===== config.mk =====
export PLATFORM = sky130hd
export DESIGN_NAME = radix4_booth_seq_multiplier
export DESIGN_NICKNAME = d
export VERILOG_FILES = /design/src/rtl/radix4_booth_seq_multiplier.sv
export SDC_FILE = /design/constraint.sdc
export NUM_CORES = 1
export LEC_CHECK = 0
export ABC_CLOCK_PERIOD_IN_PS = 9300
export CORE_MARGIN = 3
export CORE_UTILIZATION = 56
export CTS_CLUSTER_SIZE = 12
export DETAILED_ROUTE_END_ITERATION = 8
export PLACE_DENSITY = 0.81
export SYNTH_ARGS = -nofsm -noshare
export SYNTH_HDL_FRONTEND = slang
export SYNTH_SLANG_ARGS = --single-unit

===== constraint.sdc =====
create_clock -name clk -period 9.3 [get_ports clk]
set_input_delay 1.86 -clock clk [delete_from_list [all_inputs] [get_ports clk]]
set_output_delay 1.86 -clock clk [all_outputs]
set_load 0.05 [all_outputs]

===== src/rtl/radix4_booth_seq_multiplier.sv =====
// Sequential radix-4 Booth multiplier: one recoded digit per clock, signed/unsigned per operation.
// Define MULT_EARLY_TERM_EN to finish as soon as every remaining multiplier digit is zero.
module radix4_booth_seq_multiplier #(
  parameter int WIDTH = 32
) (
  input  logic                 clk,
  input  logic                 rst,
  input  logic                 in_valid,
  output logic                 in_ready,
  input  logic                 signed_op,
  input  logic [WIDTH-1:0]     multiplicand,
  input  logic [WIDTH-1:0]     multiplier,
  output logic                 out_valid,
  input  logic                 out_ready,
  output logic [2*WIDTH-1:0]   product,
  output logic                 busy
);
  localparam int N  = WIDTH/2 + 1;
  localparam int EW = WIDTH + 2;
  localparam int UW = WIDTH + 3;
  localparam int AW = 2*WIDTH + 5;
  localparam int CW = $clog2(N + 1);
  localparam logic [CW-1:0] LAST = CW'(N);

  typedef enum logic [1:0] {IDLE, CALC, DONE} state_t;

  state_t               state_q, state_d;
  logic signed [EW-1:0] a_q, a_d;
  logic signed [EW-1:0] b_q, b_d;
  logic                 bprev_q, bprev_d;
  logic signed [AW-1:0] acc_q, acc_d;
  logic [CW-1:0]        cnt_q, cnt_d;
  logic [2*WIDTH-1:0]   product_q, product_d;

  logic [2:0]           digit;
  logic                 neg;
  logic signed [UW-1:0] mag;
  logic signed [UW-1:0] upper_sum;

`ifdef MULT_EARLY_TERM_EN
  logic [EW:0]          rem;
  logic                 rem_same;
  logic [CW:0]          et_shamt;

  // Remaining bits are replicated by the arithmetic shift of b_q, so all-equal means all digits are 0.
  always_comb begin
    rem      = {b_q, bprev_q};
    rem_same = (&rem) | ~(|rem);
    et_shamt = {LAST - cnt_q, 1'b0};
  end
`endif

  // Booth digit decode and add into the upper accumulator slice; negation is invert plus carry-in.
  always_comb begin
    digit = {b_q[1:0], bprev_q};
    neg   = digit[2] & ~(digit[1] & digit[0]);
    unique case (digit)
      3'b001, 3'b010, 3'b101, 3'b110: mag = {a_q[EW-1], a_q};
      3'b011, 3'b100:                 mag = {a_q, 1'b0};
      default:                        mag = '0;
    endcase
    upper_sum = acc_q[AW-1:AW-UW] + (neg ? ~mag : mag) + UW'(neg);
  end

  always_comb begin
    state_d   = state_q;
    a_d       = a_q;
    b_d       = b_q;
    bprev_d   = bprev_q;
    acc_d     = acc_q;
    cnt_d     = cnt_q;
    product_d = product_q;
    unique case (state_q)
      IDLE: begin
        if (in_valid) begin
          a_d     = signed_op ? {{2{multiplicand[WIDTH-1]}}, multiplicand} : {2'b00, multiplicand};
          b_d     = signed_op ? {{2{multiplier[WIDTH-1]}}, multiplier} : {2'b00, multiplier};
          bprev_d = 1'b0;
          acc_d   = '0;
          cnt_d   = '0;
          state_d = CALC;
        end
      end
      CALC: begin
        if (cnt_q == LAST) begin
          product_d = acc_q[2*WIDTH-1:0];
          state_d   = DONE;
        end
`ifdef MULT_EARLY_TERM_EN
        else if (rem_same) begin
          acc_d = acc_q >>> et_shamt;
          cnt_d = LAST;
        end
`endif
        else begin
          acc_d   = $signed({upper_sum, acc_q[AW-UW-1:0]}) >>> 2;
          b_d     = b_q >>> 2;
          bprev_d = b_q[1];
          cnt_d   = cnt_q + CW'(1);
        end
      end
      DONE: begin
        if (out_ready) state_d = IDLE;
      end
      default: state_d = IDLE;
    endcase
  end

  always_ff @(posedge clk or posedge rst) begin
    if (rst) begin
      state_q   <= IDLE;
      a_q       <= '0;
      b_q       <= '0;
      bprev_q   <= 1'b0;
      acc_q     <= '0;
      cnt_q     <= '0;
      product_q <= '0;
    end else begin
      state_q   <= state_d;
      a_q       <= a_d;
      b_q       <= b_d;
      bprev_q   <= bprev_d;
      acc_q     <= acc_d;
      cnt_q     <= cnt_d;
      product_q <= product_d;
    end
  end

  assign in_ready  = (state_q == IDLE);
  assign out_valid = (state_q == DONE);
  assign busy      = (state_q == CALC) || (state_q == DONE);
  assign product   = product_q;

endmodule


==> impl_summary.txt <==
----------------------------------------------------
[Clock network]
  Worst-path clk slew ... about 0.060 ns
  Number of buffers inserted by post-CTS setup repair ... 0
  CTS tree ... done
  Inserted Clock Buffers ... 22
  Number of sinks on the clock net ... 206
  Post-CTS sizing ... 0
  Maximum clock path buffer count ... 3
  Number of hold buffers added after CTS ... 0
  Library cell used as clock root buffer ... clkbuf_16
  Clock latency reported for the late side of the worst-skew pair ... roughly 0.5 ns
  CTS H-tree lvls ... 1

[Power]
  Power per standard cell area ... 331.8 nW/um2
  Switching share of total power ... 42.42%
  Leakage ... 5.799 nW
  Combinational group share of total power ... 48.7%
  Total internal power ... 0.002414 W
  Post-layout power ... about 0.0042 W
  Worst vdd ir ... between 0.15 and 0.2 mV
  Net Switching ... 0.001778 W
  Sequential share of power ... 32.5%
  Clock power frac ... 18.8%

[Worst setup path]
  Category of the critical setup timing path ... reg -> reg
  Required time at the endpoint of the critical path ... 9.67 ns
  Crit Path Max Fanout ... 39
  Critical path arrival ... roughly 4.8 ns
  Kind of start point of the critical path ... register
  Kind of end point of the critical path ... register

[Timing]
  RSZ-0062 raised after global routing ... no
  Pins over their slew limit ... 0
  Smallest setup slack after layout ... 4.888 ns
  Hold Worst Slack ... 0.4780 ns
  Worst setup skew after layout ... 0.01036 ns
  Slew at the pin closest to its max-slew limit ... between 1 and 1.5 ns
  Fraction of the cycle the final worst path needs ... 47.44%
  Finish-stage setup viols ... 0
  Final hold violation count ... 0
  Peak Freq ... between 0.2 and 0.25 GHz
  Time the final worst path needs with I/O delays and setup ... 4.412 ns
  Post-route setup TNS ... 0 ns
  Max-slew headroom ... 21.66%

[Route]
  Wire per inst ... ~18 um
  Via Count ... 7775
  Antenna viol nets, final ... 0
  Pre-antenna DRT Iters ... 5
  Routed vias/inst ... about 6
  Final Routed Wirelength ... 23.80 mm
  Drt initial violations ... between 500 and 600
  Final routed DRC violation total ... 0

[Floorplan]
  Row cnt ... a little under 50
  Ports ... 136
  Core ar. ... 18210 um2
  Chip Height ... between 100 and 150 um
  Floorplan die area ... 20490 um2
  Die width ... 143.2 um
  Effective utilization at floorplan ... 57.85%

[Synthesis]
  Post-synthesis share of cell area spent on and, or, nand and nor gates ... 7.733%
  Post-Syn Area per Cell ... between 10 and 15 um2
  Count of yosys warnings during synthesis ... 0
  Number of enable-type register cells in the synthesized netlist ... 0
  Cell variety after synth ... 66
  Xor/xnor cell area share of the yosys netlist ... around 5.5%
  Mapped cell area ... 10530 um2
  Synthesized-area fraction occupied by ao, oa, aoi and oai cells ... 16.97%
  Post-synthesis register bit count ... around 210
  Mux contribution to synthesized area ... 13.20%
  Most used DFF post-synth ... dfrtp_1
  Post-Syn Nets ... between 1000 and 1500
  Share of synthesized cell area in full adder, half adder and majority cells ... around 4.7%
  Share of synthesized flip-flops with an asynchronous set or reset ... 100.0%
  Largest family of logic cells by synthesized area ... compound AO/OA/AOI/OAI gates
  Synth Instances ... 959
  Part of the Yosys area used for sequential elements ... 48.94%

[Placed design]
  Placer's final routability congestion estimate ... 0.8805
  Number of I/O port buffers ... 135
  Dpl hpwl ... 15.94 mm
  Minimum setup slack after placement ... 4.908 ns

[Cells and area]
  Antenna diode count ... 0
  Share of final-layout standard cells stronger than drive strength 1 ... 13.99%
  Area growth from synthesis to layout ... 19.94%
  Most common cell after layout, fill and taps aside ... dfrtp_1
  Total number of nets in the final design ... 1177
  Top library cells by usage in the layout, fill and taps aside ... dfrtp_1, clkdlybuf4s50_1, o21ai_0

[GRT]
  Maximum number of pins on one net before global-route repair ... 130
  Initial antenna violation count ... 0
  Global routing usage summed across all routing layers ... 23.36%
  Via count of the first global-routing pass ... 7872
  Wire length of the first global-routing pass ... 39.61 mm
  Overflow after GRT ... 0

[Run status]
  Run status ... finished clean

[Job]
  Max-cap violation count ... 0

[Min path]
  Hold crit path type ... reg -> reg

----------------------------------------------------
[worst paths after layout]
path / startpoint / endpoint / slack [ns] / depth (start not counted)
setup / recovery: b_q[1] / acc_q[67] / 4.89 / 12
hold / removal: b_q[4] / b_q[4] / 0.48 / 2
max in group asynchronous: rst / product[38] / 5.79 / 3
setup reg to reg: b_q[1] / acc_q[67] / 4.89 / 12
min in group asynchronous: rst / product[6] / 1.95 / 2
hold reg to reg: b_q[4] / b_q[4] / 0.48 / 2
[cell type report]
type / instances / area, um2
inverter: 14 / 60.06
timing repair buffer: 143 / 1411
tap: 229 / 286.5
clock buffer: 30 / 600.6
multi-input combinational: 682 / 5085
sequential: 206 / 5156
clock inverter: 4 / 35.03
fill: 1327 / 5574
[power groups by stage]
stage / registers [W] / clock network, W / logic [W]
2_1_floorplan: 0.00128 / 0 / 0.00169
3_3_place_gp: 0.00136 / 0 / 0.00196
3_5_place_dp: 0.00137 / 0 / 0.00200
4_1_cts: 0.00136 / 0.000805 / 0.00203
5_1_grt: 0.00139 / 0.000844 / 0.00229
6_report: 0.00136 / 0.000788 / 0.00204
[logic make-up after synthesis]
logic type / count (synthesis)
flops: 206
fa+ha+maj: 39
buf+inv: 71
xor+xnor: 66
compound gates: 273
mux: 127
simple gates: 177
[cell usage after synthesis (2+ instances only)]
cell	number	share of area, %
a221o_1	4	0.38
nor2_1	32	1.1
a22oi_1	30	2.1
nand3_1	9	0.43
inv_1	14	0.50
clkbuf_1	44	1.6
o21ai_0	114	5.4
a32oi_1	2	0.17
a31oi_1	5	0.30
buf_8	2	0.29
a21o_1	10	0.71
mux2_2	95	10
nand2_1	96	3.4
a21oi_1	28	1.3
o21a_1	10	0.71
nor3_1	6	0.29
buf_1	6	0.21
and3_1	2	0.12
o21ai_1	2	0.095
nand4_1	6	0.36
nand2b_1	6	0.36
a31o_2	2	0.17
or3_1	3	0.18
xor2_1	55	4.6
o21bai_1	4	0.29
o22ai_1	2	0.12
o31a_1	2	0.17
nor2b_1	3	0.18
a211oi_1	4	0.29
and3_2	2	0.14
buf_4	2	0.14
xnor2_1	11	0.91
and4_1	2	0.17
buf_6	2	0.21
a221oi_1	2	0.17
o211ai_1	3	0.21
a41oi_1	2	0.17
dfrtp_1	206	49
mux2i_1	32	3.0
ha_1	38	4.5
a211o_1	2	0.17
a22o_1	33	2.7
[worst max-delay path, stage by stage, from the launching register on]
cell and delay (ns):
dfrtp_2 1.01, or3b_2 0.78, o21ai_0 0.33, inv_1 0.10, fa_1 0.43, nor2b_1 0.17, o21bai_1 0.11, a31oi_1 0.27
o21ai_1 0.21, a311oi_2 0.43, o21ai_0 0.17, a21oi_1 0.15, o21ai_0 0.11
[per-stage QoR]
step / util, % / cell area (um2) / cells
global route: 69.39 / 12630 / 1308
detailed placement: 65.90 / 12000 / 1274
global placement: 65.90 / 12000 / 1274
floorplan: - / 10530 / 959
finish: 69.39 / 12630 / 1308
CTS: 69.39 / 12630 / 1308
[registers in the layout (all words and copies together), names as in the netlist]
name     flops
cnt_q        5
state_q      2
bprev_q      1
b_q         34
a_q         33
acc_q       67
product     64
[routing by layer]
layer | vias up | GRT usage (%) | share of wire, %
met2 | 204 | 38.35 | 48
met4 | 0 | 6.353 | 2.2
met3 | 44 | 3.148 | 4.0
li1 | 3706 | - | -
met1 | 3821 | 32.93 | 46
met5 | - | 0 | 0
Power figures use the tool's default switching activity.
